## src/rtl/tone_gen_prog.sv

```systemverilog
// rtl/tone_gen_prog.sv - programmable square-wave tone generator, half-period ROM and one shared divider
// Note changes and note-off are applied only where wave would rise, so no half-phase is ever cut short.
module tone_gen_prog #(
    parameter int CLK_HZ    = 50_000_000,
    parameter int NUM_NOTES = 14,
    parameter int OCT_W     = 2,
    parameter int DIV_W     = 24
) (
    input  logic             clk,
    input  logic             rst,
    input  logic             note_on,
    input  logic [3:0]       note_idx,
    input  logic [OCT_W-1:0] octave,
    output logic             wave,
    output logic             busy,
    output logic [3:0]       note_cur
);

    function automatic logic [63:0] calc_hp(input int i);
        logic [63:0] f;
        case (i)
            0:       f = 64'd2626;
            1:       f = 64'd2947;
            2:       f = 64'd3306;
            3:       f = 64'd3492;
            4:       f = 64'd3920;
            5:       f = 64'd4400;
            6:       f = 64'd4949;
            7:       f = 64'd5232;
            8:       f = 64'd5873;
            9:       f = 64'd6593;
            10:      f = 64'd6985;
            11:      f = 64'd7840;
            12:      f = 64'd8800;
            13:      f = 64'd9888;
            default: f = 64'd0;
        endcase
        calc_hp = (f == 64'd0) ? 64'd0 : (64'(CLK_HZ) * 64'd5) / f;
    endfunction

    localparam logic [63:0] HP_MAX = calc_hp(0);

    if (NUM_NOTES < 1 || NUM_NOTES > 14) begin : g_bad_notes
        $error("tone_gen_prog: NUM_NOTES must be 1..14");
    end
    if (HP_MAX > ((64'd1 << DIV_W) - 64'd1)) begin : g_bad_div
        $error("tone_gen_prog: DIV_W too narrow for the longest half-period");
    end

    // Unused and out-of-range slots read as 0; they are never latched.
    logic [DIV_W-1:0] hp_rom [16];
    for (genvar g = 0; g < 16; g++) begin : g_rom
        localparam logic [63:0] HPV = (g < NUM_NOTES) ? calc_hp(g) : 64'd0;
        assign hp_rom[g] = HPV[DIV_W-1:0];
    end

    typedef enum logic {IDLE, PLAY} state_t;

    state_t             state_q, state_d;
    logic               wave_q, wave_d;
    logic [DIV_W-1:0]   cnt_q, cnt_d;
    logic [DIV_W-1:0]   hp_q, hp_d;
    logic [3:0]         note_q, note_d;
    logic [OCT_W-1:0]   oct_q, oct_d;

    logic               req_valid;
    logic [DIV_W-1:0]   hp_shift;
    logic [DIV_W-1:0]   hp_sel;

    assign req_valid = note_on && (32'(note_idx) < NUM_NOTES);
    assign hp_shift  = hp_rom[note_idx] >> octave;
    assign hp_sel    = (hp_shift == '0) ? DIV_W'(1) : hp_shift;

    always_comb begin
        state_d = state_q;
        wave_d  = wave_q;
        cnt_d   = cnt_q;
        hp_d    = hp_q;
        note_d  = note_q;
        oct_d   = oct_q;
        case (state_q)
            IDLE: begin
                wave_d = 1'b0;
                if (req_valid) begin
                    state_d = PLAY;
                    wave_d  = 1'b1;
                    cnt_d   = '0;
                    hp_d    = hp_sel;
                    note_d  = note_idx;
                    oct_d   = octave;
                end
            end
            PLAY: begin
                if (cnt_q == hp_q - DIV_W'(1)) begin
                    cnt_d = '0;
                    if (wave_q) begin
                        wave_d = 1'b0;
                    end else if (!req_valid) begin
                        state_d = IDLE;
                        wave_d  = 1'b0;
                    end else begin
                        // Period boundary: the only place a new note may take over.
                        wave_d = 1'b1;
                        if (note_idx != note_q || octave != oct_q) begin
                            hp_d   = hp_sel;
                            note_d = note_idx;
                            oct_d  = octave;
                        end
                    end
                end else begin
                    cnt_d = cnt_q + DIV_W'(1);
                end
            end
            default: state_d = IDLE;
        endcase
    end

    always_ff @(posedge clk) begin
        if (rst) begin
            state_q <= IDLE;
            wave_q  <= 1'b0;
            cnt_q   <= '0;
            hp_q    <= '0;
            note_q  <= '0;
            oct_q   <= '0;
        end else begin
            state_q <= state_d;
            wave_q  <= wave_d;
            cnt_q   <= cnt_d;
            hp_q    <= hp_d;
            note_q  <= note_d;
            oct_q   <= oct_d;
        end
    end

    assign wave     = wave_q;
    assign busy     = (state_q == PLAY);
    assign note_cur = note_q;

endmodule

```

## config.mk

```make
export PLATFORM = sky130hd
export DESIGN_NAME = tone_gen_prog
export DESIGN_NICKNAME = d
export VERILOG_FILES = /design/src/rtl/tone_gen_prog.sv
export SDC_FILE = /design/constraint.sdc
export NUM_CORES = 1
export LEC_CHECK = 0
export CAP_MARGIN = 10
export CORE_ASPECT_RATIO = 1.25
export CORE_MARGIN = 5
export CORE_UTILIZATION = 55
export DETAILED_ROUTE_END_ITERATION = 10
export GPL_TIMING_DRIVEN = 0
export PLACE_DENSITY = 0.73
export SLEW_MARGIN = 20
export SYNTH_ARGS = -nofsm -noshare
export SYNTH_HDL_FRONTEND = slang
export SYNTH_SLANG_ARGS = --single-unit
export TNS_END_PERCENT = 1
```

## constraint.sdc

```tcl
create_clock -name clk -period 4 [get_ports clk]
set_clock_uncertainty 0.2 [all_clocks]
set_input_delay 0.4 -clock clk [delete_from_list [all_inputs] [get_ports clk]]
set_output_delay 0.4 -clock clk [all_outputs]
set_load 0.01 [all_outputs]
```

==> results.json <==
{
  "maxCapViolCount": 0,
  "grt_pass1_wl_mm": 16.2,
  "grt_max_degree": 16,
  "vias": 3619,
  "io_buffers": 12,
  "drcViolationCount": 0,
  "power_frac_comb": 0.280,
  "synth_xor_xnor_area_share": 0.0850,
  "outcome": "completed",
  "final_util": 0.619,
  "ir_drop_uv": 190,
  "synth_nets": 514,
  "grt_overflow_total": 0,
  "viasPerCell": 5.99,
  "yosysMostFrequentCell": "nor2_1",
  "antenna_cells": 0,
  "fp.dieH_um": 102,
  "dpl.hpwl_mm": 7.57,
  "wirelength_mm": 9.70,
  "synth_area_leaders": "dfxtp_1, nor2_1, mux2i_1, xnor2_1, nand2_1",
  "synthCells": 497,
  "cts_hold_buf": 0,
  "hold_viol": 0,
  "ys.flop_type": "dfxtp_1",
  "yosys_warnings": 0,
  "ios": 15,
  "synth_compound_area_frac": 0.201,
  "root_buffer": "clkbuf_8",
  "critical_path_class": "reg -> reg",
  "rrSetupSlack_ns": 0.42,
  "rsz0062_at_grt": "no",
  "drt_iter0_markers": 247,
  "power.switching_mw": 0.407,
  "ys_async_sr_fraction": 0,
  "coreArea_um2": 6570,
  "synth_top_family_by_area": "simple AND/OR/NAND/NOR gates",
  "start_util": 0.565,
  "worst_ep_arrival_time_ns": 3.60,
  "period_needed_ns": 3.58,
  "gp_congestion": 0.982,
  "drive_above_1_share": 0.0638,
  "multiInputGateArea_um2": 2520,
  "die_width_um": 83.4,
  "track_usage": 0.233,
  "antenna_left": 0,
  "cts.sinks": 49,
  "yosysTopAreaCell": "dfxtp_1",
  "cp.required_ns": 4.01,
  "reg2reg_from": "hp_q[0]",
  "p_int_mw": 0.853,
  "cts-htree-levels": 2,
  "final-seq-area_um2": 981,
  "holdCritPathClass": "reg -> reg",
  "p_clk_frac": 0.298,
  "worstSetupStartpoint": "hp_q[0]",
  "nets": 533,
  "cts_setup_buffers": 0,
  "swShare": 0.323,
  "muxShareOfSynthArea": 0.0800,
  "crit_fanout": 10,
  "fmax_mhz": 279,
  "drv_slew": 0,
  "dp_slack_ns": 0.236,
  "syn_area_um2": 3710,
  "synth_top_area_share": 0.265,
  "period_share": 0.896,
  "synth_edf_count": 0,
  "routedWlPerCell_um": 16.1,
  "worstMarginPinSlew_ns": 0.656,
  "p_per_area_nw_per_um2": 310,
  "fin_ws_ns": 0.415,
  "die_area_um2": 8490,
  "clk_pin_slew_ns": 0.10,
  "rows": 33,
  "avgSynthCellArea_um2": 7.46,
  "start_kind": "flop",
  "dr.pass1.iters": 5,
  "seq_area_frac_synth": 0.265,
  "n_fill_cell": 605,
  "max_slew_margin": 0.559,
  "synth_fa_ha_area_frac": 0.0270,
  "grt_antenna_before_repair": 0,
  "ys_ff_latch": 49,
  "cts_buffers": 5,
  "area_growth_pct": 9.55,
  "clockBufferDepth": 2,
  "finalSetupTns_ns": 0,
  "p_seq_frac": 0.422,
  "clock_latency_ns": 0.31,
  "ys_top_cells_by_count": "nor2_1, dfxtp_1, nand2_1, o21ai_0, a21oi_1",
  "grt_pass1_vias": 3455,
  "endpoint_kind": "flop",
  "hold_start": "cnt_q[13]",
  "leakage_nw": 1.49,
  "cts_tree": "built",
  "cts_resized": 0,
  "setup_viol": 0,
  "synth-simple-area-share": 0.284,
  "synthDistinctLibCells": 65
}
-- layer usage --
metal / up-vias / track usage / part of all wire
met5: - / 0 / 0
met4: 0 / 0.119 / 0.042
met3: 29 / 0.0269 / 0.030
met2: 95 / 0.456 / 0.52
met1: 1671 / 0.245 / 0.41
li1: 1824 / - / -
-- worst paths after layout --
path / depth (start not counted) / end
worst min-delay path: 2 / cnt_q[13]
worst max-delay path: 11 / cnt_q[15]
worst max register to register: 11 / cnt_q[15]
worst min register to register: 2 / cnt_q[13]
-- worst max-delay path, stage by stage (launching register included) --
cell and delay [ns]:
dfxtp_1 0.38, inv_1 0.08, ha_1 0.26, nor3b_2 0.38, nand4_1 0.22, or4_1 0.54, a22oi_1 0.17, nand4_1 0.21
o21ai_2 0.37, clkbuf_1 0.37, nor2_1 0.10, a211o_1 0.23
-- through the flow --
step / instance area (um2) / hold WS [ns] / instances / total power, mW
after floorplan: 3710 / 0.282 / 497 / 0.799
after global placement: 3940 / 0.302 / 596 / 0.883
after detailed placement: 3940 / 0.311 / 596 / 0.889
after CTS: 4060 / 0.334 / 604 / 1.26
after global routing: 4060 / 0.360 / 604 / 1.33
final: 4060 / 0.328 / 604 / 1.26
-- layout by cell type, fill, tap and decap left out, drive strengths merged, types with 9 or more instances in the layout --
cell           synthesis  layout
nor3                  26      26
a21oi                 25      25
buf                   11      11
nand2                 47      47
mux2i                 24      24
inv                   15      15
clkbuf                24      30
o21ai                 34      34
nor2                  68      68
dfxtp                 49      49
nand3                 12      12
xnor2                 23      23
clkdlybuf4s50          0      12
nand4                  9       9
xor2                  13      13
-- registers in the layout, summed over array words and instances (netlist names) --
signal and count:
oct_q 2, wave 1, note_cur 4, busy 1
hp_q 17, cnt_q 24
-- logic make-up after synthesis --
logic type               count (synthesis)
AO/OA/AOI/OAI                          115
XOR/XNOR                                36
adder cells (fa/ha/maj)                  8
buffers and inverters                   50
flip-flops                              49
multiplexers                            28
AND/OR/NAND/NOR                        211
-- layout make-up --
| class | count | share of cell area |
|---|---|---|
| Multi-Input combinational cell | 398 | 0.620 |
| Sequential cell | 49 | 0.242 |
| Buffer | 35 | 0.0391 |
| Timing Repair Buffer | 12 | 0.0296 |
| Tap cell | 87 | 0.0268 |
| Clock buffer | 6 | 0.0203 |
| Inverter | 15 | 0.0139 |
| Clock inverter | 2 | 0.00924 |
-- power by group through the flow --
stage	sequential, mW	clock [mW]	combinational, mW
floorplan	0.539	0	0.261
global placement	0.541	0	0.342
detailed placement	0.542	0	0.347
CTS	0.531	0.381	0.349
global route	0.534	0.403	0.389
finish	0.531	0.376	0.353
(Power assumes the default switching activity.)
